==> config.mk <==
export PLATFORM = sky130hd
export DESIGN_NAME = fls_input_cond
export DESIGN_NICKNAME = d
export VERILOG_FILES = /design/src/rtl/fls_input_cond.sv
export SDC_FILE = /design/constraint.sdc
export NUM_CORES = 1
export LEC_CHECK = 0
export ABC_AREA = 1
export CAP_MARGIN = 20
export CORE_MARGIN = 2
export CORE_UTILIZATION = 51
export CTS_CLUSTER_DIAMETER = 40
export DETAILED_ROUTE_END_ITERATION = 10
export PLACE_DENSITY = 0.87
export SKIP_CTS_REPAIR_TIMING = 1
export SLEW_MARGIN = 20
export SYNTH_ARGS = -nofsm -noshare
export SYNTH_HDL_FRONTEND = slang
export SYNTH_SLANG_ARGS = --single-unit
==> constraint.sdc <==
create_clock -name clk -period 1.6 [get_ports clk]
set_clock_uncertainty 0.1 [all_clocks]
set_input_delay 0.4 -clock clk [delete_from_list [all_inputs] [get_ports clk]]
set_output_delay 0.4 -clock clk [all_outputs]
set_load 0.05 [all_outputs]
==> src/rtl/fls_input_cond.sv <==
// Conditions a bouncing push-button and a switch bank for the fls generator:
// 2-FF synchronisers, debounce FSM, one enable pulse plus switch snapshot per press.
module fls_input_cond #(
  parameter int W       = 7,
  parameter int CNT_MAX = 1_000_000,
  parameter int CW      = $clog2(CNT_MAX + 1)
) (
  input  logic         clk,
  input  logic         rst,
  input  logic         btn,
  input  logic [W-1:0] sw,
  output logic         en_out,
  output logic [W-1:0] d_out,
  output logic         btn_db,
  output logic [7:0]   press_cnt
);

  localparam logic [1:0] IDLE_LOW  = 2'd0;
  localparam logic [1:0] WAIT_HIGH = 2'd1;
  localparam logic [1:0] IDLE_HIGH = 2'd2;
  localparam logic [1:0] WAIT_LOW  = 2'd3;

  localparam logic [CW-1:0] CNT_LAST = CW'(CNT_MAX - 1);

  logic         btn_s1_q, btn_s2_q;
  logic [W-1:0] sw_s1_q, sw_s2_q;

  logic [1:0]    state_q, state_d;
  logic [CW-1:0] cnt_q, cnt_d;
  logic          en_q, en_d;
  logic [W-1:0]  d_q, d_d;
  logic          db_q, db_d;
  logic [7:0]    press_q, press_d;

  always_ff @(posedge clk or negedge rst) begin
    if (!rst) begin
      btn_s1_q <= 1'b0;
      btn_s2_q <= 1'b0;
      sw_s1_q  <= '0;
      sw_s2_q  <= '0;
    end else begin
      btn_s1_q <= btn;
      btn_s2_q <= btn_s1_q;
      sw_s1_q  <= sw;
      sw_s2_q  <= sw_s1_q;
    end
  end

  // Any level change seen in a WAIT state restarts qualification from zero.
  always_comb begin
    state_d = state_q;
    cnt_d   = cnt_q;
    en_d    = 1'b0;
    d_d     = d_q;
    press_d = press_q;
    case (state_q)
      IDLE_LOW: begin
        if (btn_s2_q) begin
          state_d = WAIT_HIGH;
          cnt_d   = '0;
        end
      end
      WAIT_HIGH: begin
        if (!btn_s2_q) begin
          state_d = IDLE_LOW;
          cnt_d   = '0;
        end else if (cnt_q == CNT_LAST) begin
          state_d = IDLE_HIGH;
          en_d    = 1'b1;
          d_d     = sw_s2_q;
          press_d = press_q + 8'd1;
        end else begin
          cnt_d = cnt_q + CW'(1);
        end
      end
      IDLE_HIGH: begin
        if (!btn_s2_q) begin
          state_d = WAIT_LOW;
          cnt_d   = '0;
        end
      end
      WAIT_LOW: begin
        if (btn_s2_q) begin
          state_d = IDLE_HIGH;
        end else if (cnt_q == CNT_LAST) begin
          state_d = IDLE_LOW;
        end else begin
          cnt_d = cnt_q + CW'(1);
        end
      end
      default: state_d = IDLE_LOW;
    endcase
    // Debounced level follows the next state so it moves with the state register.
    db_d = (state_d == IDLE_HIGH) || (state_d == WAIT_LOW);
  end

  always_ff @(posedge clk or negedge rst) begin
    if (!rst) begin
      state_q <= IDLE_LOW;
      cnt_q   <= '0;
      en_q    <= 1'b0;
      d_q     <= '0;
      db_q    <= 1'b0;
      press_q <= 8'd0;
    end else begin
      state_q <= state_d;
      cnt_q   <= cnt_d;
      en_q    <= en_d;
      d_q     <= d_d;
      db_q    <= db_d;
      press_q <= press_d;
    end
  end

  assign en_out    = en_q;
  assign d_out     = d_q;
  assign btn_db    = db_q;
  assign press_cnt = press_q;

endmodule

======== Word-level counts from Yosys, hierarchy flattened ========
Index checks and enable logic that the tools add are counted.
storage, ports and cells
  output and inout bits ................... 17
  register bits after elaboration ......... 55
  logic and storage cells ................. 41
cells by class
  equal/unequal tests ..................... 9
  $add $sub $neg .......................... 2
  mux-type cells .......................... 16
  reduce and logical (&&, ||, !) cells .... 4
operators with widths
  operator               count
  $mux 20                5
  $pmux 20 s4            1
  $add 20x1->20 const B  1
  $eq 20x20->1 const B   1
  $mux 2                 6
  $add 8x1->8 const B    1
  $eq 2x2->1 const B     4
  $pmux 2 s4             1
  $ne 2x2->1 const B     3
  $reduce_and 3->1       2
  $mux 1                 3
  $eq 2x1->1 const B     1
  $logic_not 2->1        1
  $logic_or 1x1->1       1

======== Logic depth before layout (Yosys ltp) ========
Gate-level depths: netlist of run 1.
  word-level depth ........................ 6
  gate-level depth with buffers ........... 10

======== Least setup slack after synthesis of run 1 ========
OpenSTA, ideal clock, no wires.
  kind .................................... register to register
  from .................................... reg cnt_q[0]
  to ...................................... reg press_q[3] (netlist: press_cnt[3])
  path slack .............................. -99 ps
  cell stages (with the launch flop) ...... 10
  data required time ...................... 1,382 ps
  library setup time ...................... 118 ps
  data arrival time ....................... 1,481 ps
  cells stage by stage .................... dfrtp_1 ha_1 nand3_1 nor2_1 nand3_2 nor2_1 nand2_2 buf_6 nand2_1 nand2_1
on the way
  longest elaborated chain between the ends .. 2
RTL lines
  item                        line  RTL
  start: declaration          29    logic [CW-1:0] cnt_q, cnt_d;
  start signal: assignment    107   cnt_q <= cnt_d;
  $eq 20x20->1                67    end else if (cnt_q == CNT_LAST) begin
  $reduce_and 3->1 (no line)  n/a
  end signal: assignment      111   press_q <= press_d;
  end: declaration            33    logic [7:0] press_q, press_d;
Every way passes these cells.
A chain may end at the register's enable or synchronous reset.

======== Worst setup path after layout of run 1 ========
  from .................................... reg cnt_q[6]
  to ...................................... reg d_q[0] (netlist: d_out[0])
on the way
  longest elaborated chain between the ends .. 2
RTL lines
  item                        line  RTL
  $eq 20x20->1                67
  $reduce_and 3->1 (no line)  n/a
  end signal: assignment      102   d_q <= '0;
  end signal: assignment      109   d_q <= d_d;
  end: declaration            31    logic [W-1:0] d_q, d_d;
Every way passes these cells.

==> results of run 1 <==
==> synthesized netlist by cell type, drive strengths merged <==
| cell | n |
|---|---|
| nand2 | 132 |
| dfrtp | 55 |
| nor2 | 42 |
| inv | 33 |
| nand3 | 26 |
| o21ai | 13 |
| a21oi | 8 |
| buf | 6 |
| nor3 | 6 |
| nand4 | 3 |
| o22ai | 3 |
| or2 | 3 |
| xnor2 | 3 |
| xor2 | 3 |
| ha | 2 |
| a2bb2oi | 1 |
| o21bai | 1 |
==> power groups by stage <==
stage | Sequential (W) | Clock, W | Combinational [W]
3_3_place_gp | 0.00145 | 0 | 0.000115
3_5_place_dp | 0.00145 | 0 | 0.000120
5_1_grt | 0.00143 | 0.000851 | 0.000155
4_1_cts | 0.00143 | 0.000794 | 0.000120
2_1_floorplan | 0.00146 | 0 | 0.0000409
6_report | 0.00143 | 0.000787 | 0.000139
==> layout make-up <==
| type | instances | area, sq um |
|---|---|---|
| clock buffer | 6 | 72.6 |
| clock inverter | 2 | 17.5 |
| fill | 365 | 1440 |
| inverter | 33 | 126 |
| multi-input combinational | 247 | 1190 |
| sequential | 55 | 1380 |
| tap | 70 | 87.6 |
| timing repair buffer | 60 | 732 |
==> routing by layer <==
layer	vias to the layer above	wire length (microns)	GRT usage [%]
li1	1191	-	-
met3	21	356	4.05
met4	0	153	7.64
met1	1158	2730	29.5
met2	98	3440	37.1
met5	-	0	0
==> worst register-to-register path, cell delays in order, from the launching register on <==
cell and delay (ns):
dfrtp_1 0.42, nor2_1 0.19, nand2_1 0.11, nor2_2 0.14, nand3_2 0.15, nor2_4 0.17
nand2_2 0.14, nand2_1 0.11, nand2_1 0.06
==> metrics by stage <==
| stage | cell area, sq um | hold WS, ns | instances | utilization (%) |
|---|---|---|---|---|
| 6_report | 3600 | 0.244 | 473 | 71.4 |
| 5_1_grt | 3600 | 0.263 | 473 | 71.4 |
| 4_1_cts | 3430 | -0.0275 | 464 | 68.1 |
| 3_5_place_dp | 3340 | 0.235 | 456 | 66.3 |
| 3_3_place_gp | 3340 | 0.233 | 456 | 66.3 |
| 2_1_floorplan | 2650 | 0.00441 | 340 | - |
==> cell families after synthesis <==
group	count (synthesis)	share of synthesized area [%]
AND/OR/NAND/NOR	212	33.3
buffers and inverters	39	6.30
AO/OA/AOI/OAI	26	5.31
flip-flops	55	52.1
XOR/XNOR	6	1.99
adder cells (fa/ha/maj)	2	0.948
==> sequential cells by signal (all words and copies together) (netlist names) <==
register and flops:
sw_s1_q 7, sw_s2_q 7, btn_db 1, en_out 1, state_q 2, cnt_q 20
btn_s1_q 1, d_out 7, btn_s2_q 1, press_cnt 8
==> worst max-delay path by stage <==
| stage | to | slack (ns) |
|---|---|---|
| after detailed placement | press_cnt[3] | -0.06 |
| after CTS | press_cnt[6] | -0.07 |
| after global routing | press_cnt[6] | -0.19 |
| after floorplan | press_cnt[3] | 0.008 |
| after global placement | d_out[1] | 0.02 |
| final | d_out[0] | -0.09 |
==> results.tsv, run 1 <==
stage	metric	value	unit
worst_setup_path	cp_num_cells	8	
worst_setup_path	worst-path-max-fanout	7	
place	gp_congestion	0.933	
global_routing	grt_start_max_net_pins	56	
clock_network	clk_pin_slew	0.11	ns
logic_synthesis	yosysWarnings	0	
timing	period_share	106	%
timing	setup_tns	-0.627	ns
worst_setup_path	cpLargestDelayFamily	simple AND/OR/NAND/NOR gates	
pwr	pwr_density_cell	653	mW/mm^2
hold_path	worstHoldStart	sw_s1_q[6]	
detailed_routing	firstDrtPassIters	7	
layout	final_common_cell	nand2_1	
place	dpl_worst_slack	-0.0604	ns
worst_setup_path	r2r-end	d_out[0]	
clock_network	tritoncts	yes	
detailed_routing	wl_per_cell	14.1	microns
logic_synthesis	yosysTopAreaCell	dfrtp_1	
clock_network	cts_buffer_depth	2	
floorplan	io_pins	27	
worst_setup_path	worstPathCellList	nor2_1, nand2_1, nor2_2, nand3_2, nor2_4, nand2_2, nand2_1, nand2_1	
worst_setup_path	crit_arrival	1.80	ns
clock_network	ctsHtreeMaxLevel	2	
floorplan	initial_utilization	52.4	%
timing	worst_pin_slew	0.326	ns
worst_setup_path	r2r_start	cnt_q[6]	
place	dpl.hpwl	4.21	mm
floorplan	coreArea	0.00504	sq mm
timing	setup_ws	-0.0927	ns
worst_setup_path	cp_slowest_stage_delay	0.42	ns
detailed_routing	drt_iter0_markers	263	
worst_setup_path	cp_num_buf_inv	0	
logic_synthesis	synthCells	340	
worst_setup_path	cpMaxStageDelayCell	dfrtp_1	
timing	slew_headroom	78.2	%
floorplan	dieHeight	76.0	microns
layout	layout.nets	414	
pwr	p_comb_share	5.9	%
clock_network	clk_latency	0.32	ns
job	cap_violations	0	
clock_network	cts-root-buf	clkbuf_8	
pwr	p_sw	0.000566	W
detailed_routing	drc	0	
logic_synthesis	syn-cell-area	0.00264	sq mm
outcome	status	finished with violations	
pwr	total_power	0.00235	W
pwr	swShare	24.0	%
outcome	violations	setup timing	
worst_setup_path	path_class	flop to flop	
timing	finalHoldViolCount	0	
worst_setup_path	timing.critical_path.mode_cell	nand2_1	
detailed_routing	viasPerCell	5.22	
pwr	p_seq_share	60.7	%
global_routing	grt_usage	22.3	%
layout	final_layout_size_suffix_gt1_share	24.6	%
timing	drv_slew	0	
floorplan	die_w	76.0	microns
clock_network	cts_buffers	5	
floorplan	rows	26	
place	io_buffers	26	
worst_setup_path	crit_start	cnt_q[6]	
logic_synthesis	synth_seq_area_share	52.1	%
clock_network	cts_num_sinks	55	
logic_synthesis	syn_nets	352	
pwr	ir_worst_vdd	524	uV
detailed_routing	wl	6.68	mm
floorplan	dieArea	0.00577	sq mm
global_routing	grt_pass1_wl	10.6	mm
pwr	intPower	0.00179	W
timing	rsz0062_at_grt	true	
layout	syn2layout_area_growth	36.4	%
logic_synthesis	synth_top_area_share	52.1	%
logic_synthesis	synth_area_leaders	dfrtp_1 52%, nand2_1 19%, nor2_1 5.4%	
logic_synthesis	synth_seq_cells	55	
timing	setup_viol_count_final	15	
timing	min_period	1.69	ns
hold_path	worstHoldEndpoint	sw_s2_q[6]	
hold_path	worstHoldPathCells	0	
logic_synthesis	syn_avg_cell_area	7.76	sq um
worst_setup_path	rr_worst_depth	8	
layout	diodes	0	
detailed_routing	route.antenna.remaining_nets	0	
global_routing	gr-total-overflow	0	
pwr	p_leak	1.74	nW
logic_synthesis	synth.lib_cells_used.distinct	24	
global_routing	antenna_found_initial	0	
layout	final_cell_mix	130 x nand2_1, 52 x dfrtp_1, 28 x nor2_1, 28 x buf_4, 24 x inv_1	
detailed_routing	vias	2468	
timing	fmax	591	MHz
pwr	power.share.clock	33.4	%
worst_setup_path	startpoint_type	flop	
hold_path	min-delay-path-class	flop to flop	
global_routing	first_global_vias	2323	
worst_setup_path	worstPathRequired	1.71	ns
worst_setup_path	cp-end-kind	flop	
worst_setup_path	rrSetupSlack	-0.09	ns
Power figures use the tool's default switching activity.
==> inputs of run 2 (changes only) <==
--- a/config.mk
+++ b/config.mk
@@ -8,10 +8,10 @@
 export ABC_AREA = 1
 export CAP_MARGIN = 20
 export CORE_MARGIN = 2
-export CORE_UTILIZATION = 51
+export CORE_UTILIZATION = 40
 export CTS_CLUSTER_DIAMETER = 40
 export DETAILED_ROUTE_END_ITERATION = 10
-export PLACE_DENSITY = 0.87
+export PLACE_DENSITY = 0.68
 export SKIP_CTS_REPAIR_TIMING = 1
 export SLEW_MARGIN = 20
 export SYNTH_ARGS = -nofsm -noshare
==> run 2 against run 1 <==
Net effect: register-to-register slack better by 0.12 ns; largest cell class unchanged; combinational power shrank 5%; setup slack better by 0.12 ns; hold slack better by 0.014 ns; design area rose by 1.4%; critical path depth is the same; the flow now finishes without violations; clock power increased by 7.4%; via count decreased by 5.9%.
==> results.tsv, run 2 (same netlist as run 1, synthesis figures left out) <==
stage	metric	value	unit	change
layout	syn2layout_area_growth	38.3	%	
floorplan	dieHeight	85.2	microns	+12%
pwr	p_leak	1.73	nW	about the same
global_routing	gr-total-overflow	0		unchanged
global_routing	grt_usage	17.2	%	-5.0 points
pwr	ir_worst_vdd	452	uV	-14%
global_routing	grt_pass1_wl	10.2	mm	-3.4%
floorplan	dieArea	0.00727	sq mm	+26%
detailed_routing	route.antenna.remaining_nets	0		unchanged
detailed_routing	drc	0		unchanged
layout	final_layout_size_suffix_gt1_share	28.1	%	+3.5 points
timing	period_share	98.2	%	-7.6 points
clock_network	clk_pin_slew	0.11	ns	about the same
worst_setup_path	r2r-end	d_out[0]		
layout	diodes	0		unchanged
pwr	pwr_density_cell	659	mW/mm^2	+0.78%
floorplan	coreArea	0.00635	sq mm	+26%
clock_network	ctsHtreeMaxLevel	2		unchanged
floorplan	rows	29		+12%
place	gp_congestion	0.889		-4.8%
worst_setup_path	worst-path-max-fanout	7		unchanged
clock_network	cts-root-buf	clkbuf_8		
hold_path	worstHoldStart	sw_s1_q[1]		
timing	min_period	1.57	ns	-0.122 ns
global_routing	grt_start_max_net_pins	44		-21%
place	dpl.hpwl	4.32	mm	+2.5%
job	cap_violations	0		unchanged
floorplan	die_w	85.2	microns	+12%
place	dpl_worst_slack	-0.0485	ns	+0.0119 ns
detailed_routing	wl_per_cell	12.7	microns	-10%
worst_setup_path	crit_start	cnt_q[15]		
worst_setup_path	rr_worst_depth	8		unchanged
hold_path	min-delay-path-class	flop to flop		
worst_setup_path	worstPathCellList	nor2_2, nand2_1, nor2_2, nand3_2, nor2_4, nand2_4, nand2_2, nand2_2		
timing	setup_ws	0.0294	ns	+0.122 ns
worst_setup_path	startpoint_type	flop		
worst_setup_path	r2r_start	cnt_q[15]		
detailed_routing	vias	2322		-5.9%
timing	slew_headroom	77.4	%	-0.78 points
layout	final_core_util	57.5	%	-14 points
detailed_routing	firstDrtPassIters	4		-3
worst_setup_path	cpMaxStageDelayCell	dfrtp_1		
detailed_routing	viasPerCell	4.85		-7.1%
timing	fin_hold_ws	0.258	ns	+0.0140 ns
global_routing	first_global_vias	2204		-5.1%
floorplan	io_pins	27		unchanged
clock_network	clk_latency	0.32	ns	about the same
outcome	status	complete, no violations		
global_routing	antenna_found_initial	0		unchanged
layout	top_register	cnt_q		
worst_setup_path	crit_arrival	1.69	ns	-0.11 ns
worst_setup_path	cp_slowest_stage_delay	0.41	ns	about the same
timing	rsz0062_at_grt	true		
timing	fmax	637	MHz	+7.8%
detailed_routing	drt_iter0_markers	111		-58%
timing	finalHoldViolCount	0		unchanged
detailed_routing	wl	6.09	mm	-8.9%
timing	drv_slew	0		unchanged
clock_network	cts_buffer_depth	2		unchanged
timing	setup_viol_count_final	0		-15
worst_setup_path	path_class	flop to flop		
worst_setup_path	rrSetupSlack	0.03	ns	+0.12 ns
layout	largest_reg_flops	20		unchanged
worst_setup_path	cp-end-kind	flop		
clock_network	tritoncts	yes		
worst_setup_path	worstPathRequired	1.72	ns	about the same
clock_network	cts_buffers	5		unchanged
floorplan	initial_utilization	41.6	%	-11 points
layout	final_cell_mix	117 x nand2_1, 52 x dfrtp_1, 28 x buf_4		
timing	worst_pin_slew	0.338	ns	+0.0120 ns
layout	layout.nets	413		-0.24%
timing	setup_tns	0	ns	+0.627 ns
layout	final_common_cell	nand2_1		
worst_setup_path	crit_end	d_out[0]		
place	io_buffers	26		unchanged
clock_network	cts_num_sinks	55		unchanged
==> run 2: changes by cell type in the layout (fill, tap and decap cells not counted), moves of 2 or more <==
cell,before,now
nand2_1,130,117
nand2_2,2,14
nor2_4,2,6
nor2_2,12,9
buf_12,20,18
buf_6,1,3
clkinv_4,2,0
inv_6,0,2
o21ai_0,6,4
o21ai_1,5,7
==> run 2: how the worst min path moves through the flow <==
| stage | to | slack, ns | cells past startpoint |
|---|---|---|---|
| 6_report | sw_s2_q[1] | 0.26 | 0 |
| 5_1_grt | sw_s2_q[4] | 0.27 | 0 |
| 4_1_cts | cnt_q[11] | -0.13 | 1 |
| 3_5_place_dp | cnt_q[10] | 0.22 | 1 |
| 3_3_place_gp | cnt_q[12] | 0.23 | 1 |
| 2_1_floorplan | btn_db | 0.004 | 0 |
==> run 2: report_power, final <==
group	switching (W)	internal, W	leakage, nW
Clock	0.000512	0.000334	0.0519
Sequential	0.0000121	0.00142	0.723
Combinational	0.0000792	0.0000525	0.959
Total	0.000603	0.00180	1.73
==> run 2: routing by layer <==
layer  track usage (%)  vias up  share of wire [%]
li1                  -     1184                  -
met1              23.9     1073                 47
met2              28.4       59                 48
met3              3.02        6                4.3
met4              3.90        0                1.1
met5                 0        -                  0
==> run 2: critical path: cells and delay by family, from the launching register on <==
kind / cells / cell delay, ns
DFF: 1 / 0.41
and+or+nand+nor: 8 / 0.96
==> run 2: stage by stage <==
step / instances / total power (W) / area [sq um]
3_5_place_dp: 466 / 0.00158 / 3360
4_1_cts: 474 / 0.00242 / 3470
2_1_floorplan: 340 / 0.00150 / 2650
3_3_place_gp: 466 / 0.00157 / 3360
5_1_grt: 479 / 0.00251 / 3650
6_report: 479 / 0.00240 / 3650
==> run 2: layout make-up <==
cell class | instances | area (sq um)
fillers | 547 | 2700
flip-flops and latches | 55 | 1380
multi-input cells | 247 | 1250
repair buffers | 59 | 699
inverters | 33 | 126
well taps | 77 | 96.3
clock buffers | 5 | 68.8
clock inverters | 3 | 33.8
==> inputs of run 3 (changes only) <==
--- a/config.mk
+++ b/config.mk
@@ -13,6 +13,7 @@
 export DETAILED_ROUTE_END_ITERATION = 10
 export PLACE_DENSITY = 0.68
 export SKIP_CTS_REPAIR_TIMING = 1
+export SKIP_LAST_GASP = 1
 export SLEW_MARGIN = 20
 export SYNTH_ARGS = -nofsm -noshare
 export SYNTH_HDL_FRONTEND = slang
==> run 3 against run 2 <==
Net effect: sequential share of layout area increased by 0.065 points; via count unchanged; first-iteration DRC count unchanged; global-route usage unchanged; sequential power about the same; critical path depth increased by 1; maximum frequency increased by 0.18%; design area decreased by 0.17%; register-to-register slack about the same; largest power group unchanged.
==> results.tsv, run 3 (same netlist as run 1, synthesis figures left out) <==
stage	metric	value	unit	change
layout	largest_reg_flops	20		unchanged
detailed_routing	route.antenna.remaining_nets	0		unchanged
clock_network	cts_buffer_depth	2		unchanged
pwr	pwr_density_cell	659	mW/mm^2	about the same
floorplan	rows	29		unchanged
floorplan	io_pins	27		unchanged
worst_setup_path	rrSetupSlack	0.03	ns	about the same
layout	layout.cells.non_filler	479		unchanged
detailed_routing	wl	6.02	mm	-1.1%
detailed_routing	drt_iter0_markers	111		unchanged
detailed_routing	drc	0		unchanged
layout	top_register	cnt_q		
floorplan	coreArea	0.00635	sq mm	unchanged
floorplan	die_w	85.2	microns	unchanged
timing	setup_tns	0	ns	unchanged
global_routing	gr-total-overflow	0		unchanged
floorplan	dieArea	0.00727	sq mm	unchanged
worst_setup_path	rr_worst_depth	9		+1
pwr	ir_worst_vdd	443	uV	-2.0%
clock_network	clk_pin_slew	0.10	ns	about the same
place	io_buffers	26		unchanged
clock_network	tritoncts	yes		
place	gp_congestion	0.889		unchanged
timing	fin_hold_ws	0.258	ns	-0.000166 ns
timing	period_share	98.0	%	-0.18 points
worst_setup_path	crit_start	cnt_q[4]		
worst_setup_path	path_class	flop to flop		
global_routing	grt_start_max_net_pins	44		unchanged
layout	fillers	548		+0.18%
global_routing	first_global_vias	2204		unchanged
outcome	status	complete, no violations		
clock_network	cts_buffers	5		unchanged
timing	min_period	1.57	ns	-0.00290 ns
worst_setup_path	r2r-end	d_out[0]		
timing	fmax	638	MHz	+0.18%
timing	drv_slew	0		unchanged
layout	syn2layout_area_growth	38.1	%	
layout	layout.nets	413		unchanged
layout	final_cell_mix	117 x nand2_1, 52 x dfrtp_1, 28 x nor2_1, 28 x buf_4, 24 x inv_1		
hold_path	min-delay-path-class	flop to flop		
pwr	p_leak	1.73	nW	about the same
clock_network	ctsHtreeMaxLevel	2		unchanged
global_routing	antenna_found_initial	0		unchanged
floorplan	dieHeight	85.2	microns	unchanged
worst_setup_path	crit_arrival	1.69	ns	about the same
detailed_routing	vias	2322		unchanged
layout	diodes	0		unchanged
detailed_routing	wl_per_cell	12.6	microns	-1.1%
detailed_routing	viasPerCell	4.85		unchanged
global_routing	grt_usage	17.2	%	unchanged
job	cap_violations	0		unchanged
place	dp_cells	466		unchanged
clock_network	clk_latency	0.32	ns	about the same
worst_setup_path	worstPathRequired	1.72	ns	about the same
worst_setup_path	r2r_start	cnt_q[4]		
timing	worst_pin_slew	0.339	ns	+0.000520 ns
timing	finalHoldViolCount	0		unchanged
detailed_routing	firstDrtPassIters	5		+1
clock_network	cts-root-buf	clkbuf_8		
timing	setup_viol_count_final	0		unchanged
global_routing	grt_pass1_wl	10.2	mm	unchanged
worst_setup_path	worst-path-max-fanout	7		unchanged
layout	final_layout_size_suffix_gt1_share	27.6	%	-0.50 points
layout	final_common_cell	nand2_1		
timing	slew_headroom	77.4	%	about the same
pwr	total_power	0.00240	W	-0.13%
floorplan	initial_utilization	41.6	%	unchanged
worst_setup_path	startpoint_type	flop		
clock_network	cts_num_sinks	55		unchanged
place	dpl.hpwl	4.32	mm	unchanged
worst_setup_path	cp-end-kind	flop		
timing	rsz0062_at_grt	true		
worst_setup_path	crit_end	d_out[0]		
-- run 3: cell count changes in the layout (fill, tap and decap cells not counted) --
cell,change
nor2_2,-1
o21ai_2,-1
nor2_1,+1
o21ai_1,+1
-- run 3: final cells by class --
| class | count | area (sq um) | share of cell area, % |
|---|---|---|---|
| multi-input combinational | 247 | 1240 | 34.0 |
| clock buffer | 5 | 68.8 | 1.89 |
| sequential | 55 | 1380 | 37.9 |
| tap | 77 | 96.3 | 2.64 |
| clock inverter | 3 | 33.8 | 0.927 |
| timing repair buffer | 59 | 699 | 19.2 |
| inverter | 33 | 126 | 3.47 |
-- run 3: routing by layer --
metal | GRT usage, % | wire [microns] | vias to the layer above
li1 | - | - | 1187
met4 | 3.90 | 77 | 0
met3 | 3.02 | 309 | 7
met1 | 23.9 | 2770 | 1064
met5 | 0 | 0 | -
met2 | 28.4 | 2870 | 64
-- run 3: stage by stage --
stage | worst slack [ns] | area [sq um] | util [%]
3_5_place_dp | -0.0485 | 3360 | 53.0
3_3_place_gp | -0.0370 | 3360 | 53.0
2_1_floorplan | 0.00762 | 2650 | -
5_1_grt | -0.0634 | 3640 | 57.4
6_report | 0.0323 | 3640 | 57.4
4_1_cts | -0.0704 | 3470 | 54.6
-- run 3: worst min-delay path by stage --
stage	endpoint	slack [ns]	cells after the start	from
6_report	sw_s2_q[1]	0.26	0	sw_s1_q[1]
5_1_grt	sw_s2_q[4]	0.27	0	sw_s1_q[4]
3_5_place_dp	cnt_q[10]	0.22	1	rst
3_3_place_gp	cnt_q[12]	0.23	1	rst
2_1_floorplan	btn_db	0.004	0	rst
4_1_cts	cnt_q[11]	-0.13	1	rst
-- run 3: report_power, final --
group | switching [W] | internal, W
clock network | 0.000510 | 0.000333
logic | 0.0000779 | 0.0000524
registers | 0.0000122 | 0.00142
-- run 3: critical path, cell delays in order, from the launching register on --
cell     delay [ns]
dfrtp_1        0.44
nand2_1        0.10
inv_1          0.06
nand2_1        0.06
nor2_2         0.13
nand3_2        0.13
nor2_4         0.19
nand2_4        0.13
nand2_2        0.10
nand2_2        0.04
